--- config.mk ---
export PLATFORM = sky130hd
export DESIGN_NAME = chaos_bit_packer
export DESIGN_NICKNAME = d
export VERILOG_FILES = /design/src/rtl/chaos_pkg.sv /design/src/rtl/sync_fifo.sv /design/src/rtl/chaos_bit_packer.sv
export SDC_FILE = /design/constraint.sdc
export NUM_CORES = 1
export LEC_CHECK = 0
export BUFFER_PORTS_ARGS = -buffer_cell sky130_fd_sc_hd__buf_2
export CORE_AREA = 2 2 78 117
export DETAILED_ROUTE_END_ITERATION = 8
export DIE_AREA = 0 0 80 119
export PLACE_DENSITY = 0.74
export SYNTH_ARGS = -nofsm -noshare
export SYNTH_HDL_FRONTEND = slang
export SYNTH_SLANG_ARGS = --single-unit
--- constraint.sdc ---
create_clock -name clock -period 3.2 [get_ports clock]
set_input_delay 0.16 -clock clock [delete_from_list [all_inputs] [get_ports clock]]
set_output_delay 0.16 -clock clock [all_outputs]
set_load 0.02 [all_outputs]
--- src/rtl/chaos_pkg.sv ---
// chaos_bit_packer shared types and default widths.
// Pair-filter states and width constants for the bit packer slice.
package chaos_pkg;

  typedef enum logic [1:0] {
    PAIR_EMPTY = 2'd0,
    PAIR_HAVE0 = 2'd1,
    PAIR_HAVE1 = 2'd2
  } pair_state_t;

  localparam int DATA_W_DEF = 16;
  localparam int WORD_W_DEF = 8;

endpackage

--- src/rtl/sync_fifo.sv ---
// Small synchronous FIFO with head word read straight from storage.
// A push into a full FIFO is accepted only when a pop happens on the same edge.
module sync_fifo #(
  parameter int WIDTH = 8,
  parameter int DEPTH = 4
) (
  input  logic             clock,
  input  logic             reset,
  input  logic             clear,
  input  logic             push,
  input  logic [WIDTH-1:0] wdata,
  input  logic             pop,
  output logic [WIDTH-1:0] rdata,
  output logic             full,
  output logic             empty
);

  localparam int AW = $clog2(DEPTH);

  logic [WIDTH-1:0] mem_q [DEPTH];
  logic [AW-1:0]    wp_q, rp_q;
  logic [AW:0]      cnt_q, cnt_d;
  logic             do_pop, do_push;

  assign empty   = (cnt_q == '0);
  assign full    = (cnt_q == (AW+1)'(DEPTH));
  assign do_pop  = pop && !empty;
  assign do_push = push && (!full || do_pop);
  assign rdata   = mem_q[rp_q];

  always_comb begin
    cnt_d = cnt_q;
    if (do_push && !do_pop) cnt_d = cnt_q + 1'b1;
    if (!do_push && do_pop) cnt_d = cnt_q - 1'b1;
  end

  always_ff @(posedge clock or negedge reset) begin
    if (!reset) begin
      for (int i = 0; i < DEPTH; i++) mem_q[i] <= '0;
      wp_q  <= '0;
      rp_q  <= '0;
      cnt_q <= '0;
    end else if (clear) begin
      wp_q  <= '0;
      rp_q  <= '0;
      cnt_q <= '0;
    end else begin
      if (do_push) begin
        mem_q[wp_q] <= wdata;
        wp_q        <= wp_q + 1'b1;
      end
      if (do_pop) rp_q <= rp_q + 1'b1;
      cnt_q <= cnt_d;
    end
  end

endmodule

--- src/rtl/chaos_bit_packer.sv ---
// Turns logistic-map vs EWMA comparisons into packed random bytes.
// Optional von Neumann debiasing, stuck-map and dropped-word flags.
module chaos_bit_packer
  import chaos_pkg::*;
#(
  parameter int DATA_W     = DATA_W_DEF,
  parameter int WORD_W     = WORD_W_DEF,
  parameter int FIFO_DEPTH = 4,
  parameter int STUCK_LIM  = 16
) (
  input  logic              clock,
  input  logic              reset,
  input  logic              clear,
  input  logic              sample_valid,
  input  logic [DATA_W-1:0] xt,
  input  logic [DATA_W-1:0] avg,
  input  logic              debias_en,
  output logic [WORD_W-1:0] out_data,
  output logic              out_valid,
  input  logic              out_ready,
  output logic              overflow,
  output logic              stuck
);

  localparam int CW = $clog2(WORD_W);
  localparam int SW = $clog2(STUCK_LIM + 1);

  logic take, raw_vld, raw_bit;
  logic debias_q;
  pair_state_t state_q, state_d, cur;
  logic emit_vld, emit_bit;

  assign take    = sample_valid && !clear;
  assign raw_vld = take && (xt != avg);
  assign raw_bit = (xt > avg);

  // A mode change restarts pairing from an empty slot.
  assign cur = (debias_en != debias_q) ? PAIR_EMPTY : state_q;

  always_ff @(posedge clock or negedge reset) begin
    if (!reset) begin
      state_q  <= PAIR_EMPTY;
      debias_q <= 1'b0;
    end else begin
      state_q  <= state_d;
      debias_q <= debias_en;
    end
  end

  always_comb begin
    state_d = cur;
    if (clear || !debias_en) begin
      state_d = PAIR_EMPTY;
    end else if (raw_vld) begin
      unique case (1'b1)
        (cur == PAIR_EMPTY): state_d = raw_bit ? PAIR_HAVE1 : PAIR_HAVE0;
        default:             state_d = PAIR_EMPTY;
      endcase
    end
  end

  always_comb begin
    emit_vld = 1'b0;
    emit_bit = raw_bit;
    if (raw_vld) begin
      if (!debias_en) begin
        emit_vld = 1'b1;
      end else begin
        unique case (1'b1)
          (cur == PAIR_HAVE0): begin
            emit_vld = raw_bit;
            emit_bit = 1'b0;
          end
          (cur == PAIR_HAVE1): begin
            emit_vld = !raw_bit;
            emit_bit = 1'b1;
          end
          default: emit_vld = 1'b0;
        endcase
      end
    end
  end

  logic [WORD_W-1:0] shift_q, shift_d;
  logic [CW-1:0]     cnt_q;
  logic              word_done, full, empty, pop;

  assign shift_d   = {shift_q[WORD_W-2:0], emit_bit};
  assign word_done = emit_vld && (cnt_q == CW'(WORD_W - 1));
  assign pop       = out_valid && out_ready;
  assign out_valid = !empty;

  always_ff @(posedge clock or negedge reset) begin
    if (!reset) begin
      shift_q <= '0;
      cnt_q   <= '0;
    end else if (clear) begin
      shift_q <= '0;
      cnt_q   <= '0;
    end else if (emit_vld) begin
      shift_q <= shift_d;
      cnt_q   <= word_done ? '0 : cnt_q + 1'b1;
    end
  end

  sync_fifo #(
    .WIDTH(WORD_W),
    .DEPTH(FIFO_DEPTH)
  ) u_fifo (
    .clock(clock),
    .reset(reset),
    .clear(clear),
    .push (word_done),
    .wdata(shift_d),
    .pop  (pop),
    .rdata(out_data),
    .full (full),
    .empty(empty)
  );

  logic ovf_q;
  assign overflow = ovf_q;

  always_ff @(posedge clock or negedge reset) begin
    if (!reset)                          ovf_q <= 1'b0;
    else if (clear)                      ovf_q <= 1'b0;
    else if (word_done && full && !pop)  ovf_q <= 1'b1;
  end

  logic [DATA_W-1:0] prev_q;
  logic              have_q;
  logic [SW-1:0]     scnt_q;

  assign stuck = (scnt_q == SW'(STUCK_LIM));

  always_ff @(posedge clock or negedge reset) begin
    if (!reset) begin
      prev_q <= '0;
      have_q <= 1'b0;
      scnt_q <= '0;
    end else if (clear) begin
      have_q <= 1'b0;
      scnt_q <= '0;
    end else if (sample_valid) begin
      prev_q <= xt;
      have_q <= 1'b1;
      if (have_q && xt == prev_q)
        scnt_q <= stuck ? scnt_q : scnt_q + 1'b1;
      else
        scnt_q <= '0;
    end
  end

endmodule
## Word-level counts from Yosys, hierarchy flattened

Index checks and enable logic that the tools add are counted.
Widths: inputs -> output; s select.

- $add $sub $neg: 6
- $lt $le $gt $ge: 4
- Equality and inequality tests: 9
- Muxes and demuxes: 37
- Bitwise gates (word level): 3
- Reductions and logical operators: 33

Operator list:

| operator | number |
|---|---|
| $bwmux 32 | 1 |
| $mux 8 | 3 |
| $mux 5 | 4 |
| $mux 2 | 9 |
| $mux 3 | 6 |
| $bmux 8 s2 | 1 |
| $demux 8 s2 | 1 |
| $eq 16x16->1 | 1 |
| $gt 16x16->1 | 1 |
| $ne 16x16->1 | 1 |
| $mux 7 | 2 |
| $logic_and 1x1->1 | 12 |
| $reduce_bool 2->1 | 5 |
| $logic_not 1->1 | 8 |
| $mux 1 | 8 |
| $add 3x1->3 const B | 2 |
| $eq 3x3->1 const B | 2 |
| $ge 3x3->1 const B | 2 |
| $not 2->3 | 2 |
| $reduce_and 2->1 | 3 |
| $add 5x1->5 const B | 1 |
| $eq 5x5->1 const B | 1 |
| $add 2x1->2 const B | 2 |
| $pmux 1 s2 | 2 |
| other kinds (11) | 12 |

- Register bits: 75
- Output and inout port bits: 11
- Logic and storage cells: 107

## Logic depth before layout (Yosys ltp)

Gate-level depths: netlist of the first run.

- Depth after elaboration: 12
- Gate-level depth with buffers: 11

## Modules after synthesis

A second synthesis of the first run with hierarchy kept.

- Cell total of the unflattened synthesis: 357
- Area, all modules: 4210.3 µm²

Modules (own cells, without submodules):

| module | instances | cells an instance | area an instance (µm²) | seq. area each (µm²) |
|---|---|---|---|---|
| chaos_bit_packer | 1 | 218 | 2270.9 | 900.9 |
| sync_fifo | 1 | 139 | 1939.4 | 975.9 |

## Worst setup path after synthesis of the first run

Ideal clock, no wire load.

- Kind: input to register
- Start: in avg[15]
- End: reg u_fifo.cnt_q[2]
- Setup time: 0.101 ns
- Arrival time: 2.552 ns
- Required time: 3.099 ns
- Slack: 0.547 ns
- Stages: 10
- Cell sequence: inv_1 ha_1 nand4_1 or2_4 a211oi_4 o31ai_1 o21ai_0 fa_1 or3b_2 o311ai_2

- Cells in the longest elaborated chain, start to end: 11
- Elaborated cells between the ends (all ways): 15
- Those cells by class: order compare: 1; eq/ne: 1; mux: 5; reduce/logical: 8

RTL lines:

| what | RTL line | source |
|---|---|---|
| start, declared | chaos_bit_packer.sv:16 | `input logic [DATA_W-1:0] avg,` |
| $gt 16x16->1 | chaos_bit_packer.sv:35 | `assign raw_bit = (xt > avg);` |
| $logic_not 1->1 | chaos_bit_packer.sv:75 | `emit_vld = !raw_bit;` |
| $pmux 1 s2 | chaos_bit_packer.sv:69 | `unique case (1'b1)` |
| $mux 1 | chaos_bit_packer.sv:66 | `if (!debias_en) begin` |
| $mux 1 (*) | chaos_bit_packer.sv:65 | `if (raw_vld) begin` |
| $logic_and 1x1->1 (*) | chaos_bit_packer.sv:89 | `assign word_done = emit_vld && (cnt_q == CW'(WORD_W - 1));` |
| $logic_and 1x1->1 (*) | sync_fifo.sv:28 | `assign do_push = push && (!full \|\| do_pop);` |
| $logic_not 1->1 | sync_fifo.sv:34 | `if (!do_push && do_pop) cnt_d = cnt_q - 1'b1;` |
| $logic_and 1x1->1 | sync_fifo.sv:34 |  |
| $mux 3 | sync_fifo.sv:34 |  |
| $mux 3 | sync_fifo.sv:43 | `end else if (clear) begin` |
| end signal, assigned | sync_fifo.sv:53 | `cnt_q <= cnt_d;` |
| end, declared | sync_fifo.sv:22 | `logic [AW:0] cnt_q, cnt_d;` |

Mark *: on every way between the ends. The rest lies on a longest branch, timed or not.
A chain may end at the register's enable or synchronous reset.

## Final worst setup path of the first run

- Start: in debias_en
- End: reg u_fifo.wp_q[1]

- Cells in the longest elaborated chain, start to end: 9
- Elaborated cells between the ends (all ways): 10
- Those cells by class: eq/ne: 3; mux: 4; reduce/logical: 3

RTL lines:

| what | RTL line | source |
|---|---|---|
| start, declared | chaos_bit_packer.sv:17 | `input logic debias_en,` |
| $ne 1x1->1 | chaos_bit_packer.sv:38 | `assign cur = (debias_en != debias_q) ? PAIR_EMPTY : state_q;` |
| $mux 2 | chaos_bit_packer.sv:38 |  |
| $eq 2x2->1 / $eq 2x1->1 (equally long branches) | chaos_bit_packer.sv:74, chaos_bit_packer.sv:70 |  |
| $pmux 1 s2 | chaos_bit_packer.sv:69 |  |
| $mux 1 (*) | chaos_bit_packer.sv:66 |  |
| $mux 1 (*) | chaos_bit_packer.sv:65 |  |
| $logic_and 1x1->1 (*) | chaos_bit_packer.sv:89 |  |
| $logic_and 1x1->1 (*) | sync_fifo.sv:28 |  |
| $reduce_bool 2->1 (no source line) (*) | n/a |  |
| end signal, assigned | sync_fifo.sv:50 | `wp_q <= wp_q + 1'b1;` |
| end, declared | sync_fifo.sv:21 | `logic [AW-1:0] wp_q, rp_q;` |

Marks and branches as above.

==> impl_metrics.json, run 1 <==
{
  "synth.yosys.warnings": 0,
  "crit_path_frequent_cell": "sky130_fd_sc_hd__nand2_1",
  "number_of_antenna_violations_at_the_first_check_in_global_routing": 0,
  "cts.htree.levels": 3,
  "clock_sinks": 75,
  "fillCellCount": 756,
  "timing.final.setup_violations": 0,
  "post_dp_cell_area_um2": 4520,
  "grt.met3_usage_pct": 4.47,
  "numPlacedInstances": 503,
  "grt_overflow_total": 0,
  "die_width_um": 80,
  "groute.usage.overall_pct": 18.9,
  "die_area_um2": 9520,
  "cpPeakStageDelay_ns": 0.77,
  "grt_use_met2_pct": 33.0,
  "floorplan_die_height_um": 119,
  "report.final.hold_viol_count": 0,
  "timing_max_transition_violations_final": 0,
  "clkSlewWorstSetupHoldPaths_ns": 0.06,
  "worstPathArrival_ns": 3.13,
  "clock_path_buffers": 2,
  "synthesis.area_um2": 4160,
  "worst_setup_path_start_kind": "primary input",
  "summed_area_of_non_filler_cells_in_the_final_layout_um2": 4840,
  "synthesized_flop_and_latch_total": 75,
  "use_met1_pct": 21.7,
  "worst-path-max-fanout": 18,
  "synth_mux_area_share_pct": 19.0,
  "final_cell_mix": "sky130_fd_sc_hd__dfrtp_1, sky130_fd_sc_hd__buf_2, sky130_fd_sc_hd__mux2_2, sky130_fd_sc_hd__inv_1, sky130_fd_sc_hd__ha_1",
  "achievable-frequency_ghz": 0.345,
  "post-route-period-util_pct": 90.6,
  "floorplan.initialDensity_pct": 48.3,
  "route.detailed.drc": 0,
  "timing.slew.headroom_pct": 37.5,
  "numCtsBuffers": 9,
  "leakage_nw": 2.31,
  "synth-seq-area-share_pct": 45.1,
  "synth_compound_area_share_pct": 7.31,
  "clock_tree.root_cell": "sky130_fd_sc_hd__clkbuf_16",
  "worst_hold_path_type": "primary input to flop",
  "top_level_ports": 49,
  "core-area_um2": 8620,
  "synthXorXnorAreaFrac_pct": 4.00,
  "ys.flop_type": "sky130_fd_sc_hd__dfrtp_1",
  "layoutNonFillerInstCount": 521,
  "clk-insertion-delay-late_ns": 0.34,
  "io_buffer_count": 48,
  "synth_area_leaders": "sky130_fd_sc_hd__dfrtp_1, sky130_fd_sc_hd__mux2_2, sky130_fd_sc_hd__ha_1",
  "synthAdderAreaFrac_pct": 8.60,
  "synth_largest_type_area_fraction_pct": 45.1,
  "regArea_um2": 1880,
  "globalplace.congestion": 0.889,
  "synthCells": 351,
  "syn_avg_cell_area_um2": 11.9,
  "max_cap_viol_count": 0,
  "critical_path.cell_chain": "dlygate4sd3_1 > buf_2 > xnor2_1 > nand2_1 > inv_1 > ha_1 > o211ai_1 > nor3_1 > o31a_1 > nand2_1 > mux2_4",
  "vias_per_cell": 5.34,
  "busiest_layer": "met2",
  "area_growth_pct": 16.2,
  "cpMaxStageDelayCell": "sky130_fd_sc_hd__o31a_1",
  "setup_total_negative_slack_ns": 0,
  "setup_repair_after_global_routing_missed_its_margin": "false",
  "mostFrequentLayoutCell": "sky130_fd_sc_hd__dfrtp_1",
  "fin_util_pct": 56.1,
  "grt_start_max_net_pins": 76,
  "multi_input_area_um2": 2130,
  "vias": 2784,
  "first_global_vias": 2982,
  "ratio_of_cells_with_drive_above_1_in_the_final_layout_pct": 33.6,
  "status": "finished, final reports clean",
  "worst_slew_pin_slew_ns": 0.937,
  "synth_cell_types": 50,
  "yosys.area.top_type": "sky130_fd_sc_hd__dfrtp_1",
  "timing.critical_path.required_ns": 3.43,
  "synth_top_family_by_area": "multiplexers",
  "post_cts_buffers": 0,
  "number_of_flops_mapped_to_enable_cells_by_yosys": 0,
  "tritoncts": "yes",
  "crit_end_category": "flop",
  "wl_mm": 8.22,
  "final_nets": 472,
  "grt_first_pass_wirelength_mm": 13.8,
  "postSynth.asyncResetShare_pct": 100,
  "synthesis.nets": 417,
  "drtPass1Iterations": 4,
  "finalCriticalPeriod_ns": 2.90,
  "yosys.area_share.simple_pct": 12.2,
  "number_of_drc_violations_after_detailed_routing_iteration_0": 63,
  "wl_per_cell_um": 15.8,
  "max-vdd-ir-drop_v": 0.000305,
  "timing.setup.critical_path_class": "primary input to flop",
  "rows": 42,
  "worst_clock_skew_ns": 0.00520,
  "total_power_density_per_cell_area_nw_per_um2": 520,
  "antenna_violating_nets_post_route": 0,
  "antenna_cells_inserted": 0,
  "dpl.hpwl_mm": 5.99
}
## worst max-delay path: cells and delay by family
| kind | cells | cell delay (ns) |
|---|---|---|
| buf+inv | 3 | 0.76 |
| compound gates | 2 | 0.88 |
| fa+ha+maj | 1 | 0.16 |
| xor+xnor | 1 | 0.18 |
| simple gates | 3 | 0.60 |
| mux | 1 | 0.37 |
## per-stage QoR
stage,power (mW),hold WS [ns],setup slack (ns)
final,2.51,0.0957,0.300
after floorplan,1.38,-0.136,0.547
after detailed placement,1.52,0.340,0.143
after CTS,2.54,0.0882,0.269
after global placement,1.51,0.333,0.219
after global routing,2.63,0.0992,0.0595
## per-layer routing
metal  vias to the layer above  routed length, um
met2                        63               4310
met4                         0                206
li1                       1356                  -
met5                         -                  0
met1                      1351               3360
met3                        14                342
## final cells by class
cell class	instances	share of cell area, %
sequential	75	38.8
clock inverter	7	1.55
inverter	27	2.10
clock buffer	9	4.66
multi-input combinational	239	44.0
timing repair buffer	54	6.05
tap	110	2.85
## final timing paths
kind                                    end      start  slack [ns]  cells after the start
max                          u_fifo.wp_q[1]  debias_en        0.30                     11
min                               prev_q[0]      xt[0]         0.1                      2
max reg2reg                  u_fifo.wp_q[1]   debias_q        0.41                      9
min reg2reg                          have_q     have_q        0.49                      2
max in group asynchronous         prev_q[6]      reset        2.08                      2
min in group asynchronous  u_fifo.mem_q[22]      reset        0.50                      2
## registers in the layout, summed over array words and instances (netlist names)
name	count
cnt_q	3
debias_q	1
have_q	1
overflow	1
prev_q	16
scnt_q	5
shift_q	7
state_q	2
u_fifo.cnt_q	3
u_fifo.mem_q	32
u_fifo.rp_q	2
u_fifo.wp_q	2
## kinds of logic after synthesis
logic type | count (synthesis)
flops | 75
buf+inv | 37
simple gates | 86
mux | 62
compound gates | 44
fa+ha+maj | 28
xor+xnor | 19
## power by group
group	switching (mW)	internal, mW	leakage (nW)
logic	0.212	0.209	1.17
registers	0.0788	1.00	1.00
clock network	0.403	0.607	0.138
## Yosys cell counts (2+ instances only)
cell type and count:
sky130_fd_sc_hd__a21oi_1 10, sky130_fd_sc_hd__a31o_2 3, sky130_fd_sc_hd__buf_2 2, sky130_fd_sc_hd__buf_6 2
sky130_fd_sc_hd__clkbuf_1 5, sky130_fd_sc_hd__dfrtp_1 75, sky130_fd_sc_hd__ha_1 27, sky130_fd_sc_hd__inv_1 27
sky130_fd_sc_hd__mux2_1 4, sky130_fd_sc_hd__mux2_2 45, sky130_fd_sc_hd__mux2_4 2, sky130_fd_sc_hd__mux2i_1 3
sky130_fd_sc_hd__mux4_2 8, sky130_fd_sc_hd__nand2_1 20, sky130_fd_sc_hd__nand2b_1 11, sky130_fd_sc_hd__nand3_1 4
sky130_fd_sc_hd__nand3_4 4, sky130_fd_sc_hd__nand4_1 6, sky130_fd_sc_hd__nor2_1 12, sky130_fd_sc_hd__nor2b_1 5
sky130_fd_sc_hd__nor3_1 8, sky130_fd_sc_hd__nor3b_1 3, sky130_fd_sc_hd__nor4_1 3, sky130_fd_sc_hd__nor4b_1 2
sky130_fd_sc_hd__o21a_1 2, sky130_fd_sc_hd__o21ai_0 15, sky130_fd_sc_hd__o22ai_1 2, sky130_fd_sc_hd__or3_1 2
sky130_fd_sc_hd__xnor2_1 6, sky130_fd_sc_hd__xor2_1 13
## timing repair
item | 4_1_cts | 5_1_grt
hold endpoints to repair | 5 | 0
resized for setup | 0 | 0
hold buffers | 2 | 0
Power figures use the tool's default switching activity.
==> run 2: changes to the inputs <==
- PLACE_DENSITY: 0.74 -> unset
- PLACE_DENSITY_LB_ADDON: unset -> 0.12
==> run 2 against run 1 <==
Net effect:
- the run now ends with negative hold slack left
- critical path depth did not move
- combinational power fell by 2%
- clock skew rose by 0.0010 ns
- core utilization fell by 0.46 points
- sequential share of layout area rose by 0.32 points
- non-clock buffer count fell by 2
- hold slack got worse by 0.13 ns
- count of clock-buffer cells in the layout did not move
- clock power fell by 7%
- flip-flop and latch count did not move
- critical endpoint is now u_fifo.cnt_q[2]
- total power fell by 3.1%
==> impl_metrics.json, run 2 (same netlist as run 1, synthesis figures left out) <==
{
  "worstPathBufferInverterCount": 2,
  "final_nets": 470,
  "number_of_antenna_violations_at_the_first_check_in_global_routing": 0,
  "first_global_vias": 2810,
  "post_cts_buffers": 0,
  "timing_max_transition_violations_final": 0,
  "setup_total_negative_slack_ns": 0,
  "setup_repair_after_global_routing_missed_its_margin": "false",
  "vias_per_cell": 5.29,
  "fin_util_pct": 55.6,
  "die_width_um": 80,
  "top_level_ports": 49,
  "rows": 42,
  "cts.htree.levels": 3,
  "leakage_nw": 2.30,
  "worst_hold_path_type": "primary input to async pin",
  "worst_setup_path_start_kind": "primary input",
  "drtPass1Iterations": 4,
  "max_flop_register": "u_fifo.mem_q",
  "die_area_um2": 9520,
  "grt_start_max_net_pins": 76,
  "clock_path_buffers": 2,
  "io_buffer_count": 48,
  "post-route-period-util_pct": 83.2,
  "crit_end_category": "flop",
  "groute.usage.overall_pct": 18.8,
  "number_of_drc_violations_after_detailed_routing_iteration_0": 120,
  "floorplan_die_height_um": 119,
  "regArea_um2": 1880,
  "timing.setup.critical_path_class": "primary input to flop",
  "area_growth_pct": 15.3,
  "tritoncts": "yes",
  "total_power_density_per_cell_area_nw_per_um2": 508,
  "vias": 2743,
  "clkSlewWorstSetupHoldPaths_ns": 0.06,
  "timing.critical_path.required_ns": 3.44,
  "max_cap_viol_count": 0,
  "fillCellCount": 773,
  "worst_clock_skew_ns": 0.00622,
  "clock_tree.root_cell": "sky130_fd_sc_hd__clkbuf_16",
  "worstPathArrival_ns": 2.90,
  "core-area_um2": 8620,
  "status": "finished, violations left",
  "clk-insertion-delay-late_ns": 0.34,
  "timing.final.setup_violations": 0,
  "grt_first_pass_wirelength_mm": 13.6,
  "biggestRegsByFlops": "u_fifo.mem_q (32), prev_q (16), shift_q (7)",
  "floorplan.initialDensity_pct": 48.3,
  "worst-path-max-fanout": 4,
  "route.detailed.drc": 0,
  "globalplace.congestion": 0.780,
  "antenna_cells_inserted": 0,
  "cpMaxStageDelayCell": "sky130_fd_sc_hd__dlygate4sd3_1",
  "violations": "negative hold slack",
  "multi_input_area_um2": 2130,
  "worst_slew_pin_slew_ns": 0.978,
  "ratio_of_cells_with_drive_above_1_in_the_final_layout_pct": 33.5,
  "regToRegSetupSlack_ns": 0.65,
  "largest_register_ffs": 32,
  "holdWs_ns": -0.0307,
  "numCtsBuffers": 9,
  "grt_overflow_total": 0,
  "dpl.hpwl_mm": 5.87,
  "final_cell_mix": "sky130_fd_sc_hd__dfrtp_1, sky130_fd_sc_hd__buf_2, sky130_fd_sc_hd__mux2_2, sky130_fd_sc_hd__inv_1, sky130_fd_sc_hd__ha_1",
  "achievable-frequency_ghz": 0.376,
  "path_delay_family": "compound AO/OA/AOI/OAI gates",
  "finalCriticalPeriod_ns": 2.66,
  "mostFrequentLayoutCell": "sky130_fd_sc_hd__dfrtp_1",
  "report.final.hold_viol_count": 23,
  "clock_sinks": 75,
  "critical_path.cell_chain": "dlygate4sd3_1 > buf_2 > xnor2_1 > nand2_1 > ha_1 > o211ai_1 > o31ai_1 > o21ai_0 > fa_1 > or3b_2 > o311ai_2",
  "wl_mm": 7.99,
  "max-vdd-ir-drop_v": 0.000420,
  "wl_per_cell_um": 15.4,
  "cpPeakStageDelay_ns": 0.53,
  "timing.slew.headroom_pct": 34.8,
  "antenna_violating_nets_post_route": 0
}
-- run 2: cell count changes in the layout (fill, tap and decap cells not counted), sizes merged --
cell / delta
clkinv: +4
clkinvlp: -2
buf: -1
bufinv: -1
dlygate4sd3: -1
inv: -1
-- run 2: layout make-up --
| cell class | count | share of cell area (%) |
|---|---|---|
| multi-input combinational | 239 | 44.4 |
| sequential | 75 | 39.1 |
| timing repair buffer | 52 | 5.74 |
| clock buffer | 9 | 4.70 |
| tap | 110 | 2.87 |
| inverter | 27 | 2.11 |
| clock inverter | 7 | 1.10 |
-- run 2: power by group --
group          total [mW]  internal [mW]  switching [mW]  leakage [nW]
Combinational       0.414          0.207           0.207          1.16
Clock               0.943          0.528           0.414         0.136
Sequential           1.08           1.00          0.0765          1.00
Total                2.44           1.74           0.697          2.30
-- run 2: worst paths after layout --
path,start,to,depth (start not counted)
min in group clock,xt[0],prev_q[0],2
worst max register to register,debias_q,u_fifo.cnt_q[2],9
worst max-delay path,debias_en,u_fifo.cnt_q[2],11
worst min register to register,u_fifo.mem_q[8],u_fifo.mem_q[8],1
worst min-delay path,reset,u_fifo.mem_q[6],1
max in group asynchronous,reset,u_fifo.rp_q[0],1
-- run 2: metal layers --
metal | up-vias | share of wire (%) | global-route usage [%]
li1 | 1351 | - | -
met5 | - | 0 | 0
met1 | 1338 | 41 | 22.3
met2 | 45 | 54 | 32.8
met3 | 9 | 3.3 | 4.62
met4 | 0 | 1.4 | 6.46
-- run 2: repair_timing --
action	4_1_cts	5_1_grt
hold endpoints to repair	1	0
resized for setup	0	0
endpoints found under the setup margin	0	0
hold buffers	1	0
-- run 2: stage by stage --
step | cells | total power [mW] | worst slack [ns] | cell area [um2]
4_1_cts | 519 | 2.48 | 0.553 | 4800
3_5_place_dp | 502 | 1.52 | 0.303 | 4510
3_3_place_gp | 502 | 1.52 | 0.337 | 4510
6_report | 519 | 2.44 | 0.538 | 4800
2_1_floorplan | 351 | 1.38 | 0.547 | 4160
5_1_grt | 519 | 2.57 | 0.371 | 4800
==> run 3: changes to the inputs <==
- clock period: 3.2 -> 2.63 ns (I/O delays scaled with it)
==> run 3 against run 2 <==
Net effect:
- the run now ends clean
- sequential power is 22% higher
- total power up 26%
- first-iteration DRC count fell by 33%
- hold slack better by 0.10 ns
- final cell count grew 4.2%
- flip-flop and latch count unchanged
- via count grew 3.9%
- worst setup slack got worse by 0.31 ns
==> impl_metrics.json, run 3 (same netlist as run 1, synthesis figures left out) <==
{
  "route.detailed.drc": 0,
  "layoutNonFillerInstCount": 541,
  "total_power_density_per_cell_area_nw_per_um2": 613,
  "grt_first_pass_wirelength_mm": 14.3,
  "path_delay_family": "compound AO/OA/AOI/OAI gates",
  "floorplan.initialDensity_pct": 48.3,
  "number_of_drc_violations_after_detailed_routing_iteration_0": 81,
  "die_width_um": 80,
  "final_cell_mix": "sky130_fd_sc_hd__dfrtp_1, sky130_fd_sc_hd__buf_2, sky130_fd_sc_hd__mux2_2, sky130_fd_sc_hd__inv_1, sky130_fd_sc_hd__ha_1",
  "core-area_um2": 8620,
  "max_flop_register": "u_fifo.mem_q",
  "timing.final.setup_violations": 0,
  "worst_hold_path_type": "primary input to flop",
  "wl_per_cell_um": 15.4,
  "vias": 2849,
  "worstPathBufferInverterCount": 2,
  "max-vdd-ir-drop_v": 0.000337,
  "clock_tree.root_cell": "sky130_fd_sc_hd__clkbuf_16",
  "leakage_nw": 2.43,
  "io_buffer_count": 48,
  "tritoncts": "yes",
  "biggestRegsByFlops": "u_fifo.mem_q (32), prev_q (16), shift_q (7)",
  "report.final.hold_viol_count": 0,
  "post-route-period-util_pct": 91.3,
  "timing.setup.critical_path_class": "flop to flop",
  "grt_overflow_total": 0,
  "achievable-frequency_ghz": 0.417,
  "cpMaxStageDelayCell": "sky130_fd_sc_hd__dfrtp_1",
  "design_power_total_mw": 3.06,
  "clock_sinks": 75,
  "first_global_vias": 3058,
  "timing_max_transition_violations_final": 0,
  "timing.slew.headroom_pct": 35.7,
  "regToRegSetupSlack_ns": 0.23,
  "vias_per_cell": 5.27,
  "groute.usage.overall_pct": 19.4,
  "dpl.hpwl_mm": 6.08,
  "top_level_ports": 49,
  "grt_start_max_net_pins": 76,
  "status": "finished, final reports clean",
  "largest_register_ffs": 32,
  "timing.critical_path.required_ns": 2.87,
  "antenna_cells_inserted": 0,
  "worstPathArrival_ns": 2.64,
  "worst_slew_pin_slew_ns": 0.964,
  "drtPass1Iterations": 4,
  "mostFrequentLayoutCell": "sky130_fd_sc_hd__dfrtp_1",
  "setup_repair_after_global_routing_missed_its_margin": "false",
  "final_nets": 492,
  "worst_clock_skew_ns": 0.00597,
  "worst_setup_path_start_kind": "flop",
  "crit_end_category": "flop",
  "number_of_antenna_violations_at_the_first_check_in_global_routing": 0,
  "numCtsBuffers": 9,
  "clk-insertion-delay-late_ns": 0.34,
  "floorplan_die_height_um": 119,
  "globalplace.congestion": 0.745,
  "wl_mm": 8.32,
  "numPlacedInstances": 521,
  "critical_path.cell_chain": "xnor2_2 > nand2_2 > inv_1 > ha_1 > o211ai_1 > o31ai_1 > o21ai_1 > fa_2 > buf_4 > nor3b_1 > mux2i_1 > o311ai_2",
  "cts.htree.levels": 3,
  "die_area_um2": 9520,
  "antenna_violating_nets_post_route": 0,
  "max_cap_viol_count": 0,
  "rows": 42,
  "worst-path-max-fanout": 4,
  "clock_path_buffers": 2,
  "clkSlewWorstSetupHoldPaths_ns": 0.06,
  "ratio_of_cells_with_drive_above_1_in_the_final_layout_pct": 37.6,
  "cpPeakStageDelay_ns": 0.39,
  "finalCriticalPeriod_ns": 2.40,
  "area_growth_pct": 20.2,
  "fillCellCount": 782
}
## run 3: cell types whose count changed in the layout (fill, tap and decap cells not counted), sizes merged
cell,previous run,this run
inv,28,31
dlymetal6s4s,0,1
buf,51,72
clkinv,5,2
## run 3: worst paths after layout
path / to / cells after the start / from
max: u_fifo.cnt_q[2] / 12 / debias_q
min: prev_q[11] / 2 / xt[11]
max reg2reg: u_fifo.cnt_q[2] / 12 / debias_q
min reg2reg: u_fifo.mem_q[8] / 1 / u_fifo.mem_q[8]
max in group asynchronous: state_q[1] / 2 / reset
min in group asynchronous: u_fifo.mem_q[22] / 2 / reset
## run 3: stage by stage
step	hold slack (ns)	setup TNS [ns]	util (%)	worst slack (ns)	area, um2
2_1_floorplan	-0.164	0	-	0.00550	4160
3_3_place_gp	0.306	-0.0158	54.1	-0.0158	4660
3_5_place_dp	0.308	-0.0592	54.1	-0.0592	4660
4_1_cts	0.0587	0	57.6	0.0573	4970
5_1_grt	0.0769	0	58.0	0.0179	5000
6_report	0.0720	0	58.0	0.229	5000
## run 3: power by group
part	internal [mW]	total [mW]	switching [mW]
logic	0.296	0.562	0.266
registers	1.22	1.32	0.100
clock network	0.655	1.18	0.527
total	2.17	3.06	0.893
## run 3: area by class of cell
cell class	count	area, um2	area share, %
clock buffers	9	225	4.50
multi-input cells	239	2140	42.8
well taps	110	138	2.75
clock inverters	7	58.8	1.18
flip-flops and latches	75	1880	37.5
repair buffers	74	460	9.20
inverters	27	101	2.03
## run 3: per-layer routing
metal	vias to the layer above	share of wire, %	GRT usage, %
met1	1396	40	21.8
met3	12	2.3	2.35
met5	-	0	0
li1	1397	-	-
met4	0	2.8	9.85
met2	44	55	35.1
## run 3: what timing repair did
| item | CTS | global route |
|---|---|---|
| buffers inserted | 0 | 3 |
| gates resized for setup | 0 | 6 |
| hold buffers | 2 | 0 |
| hold endpoints to repair | 44 | 0 |
| endpoints found under the setup margin | 0 | 2 |
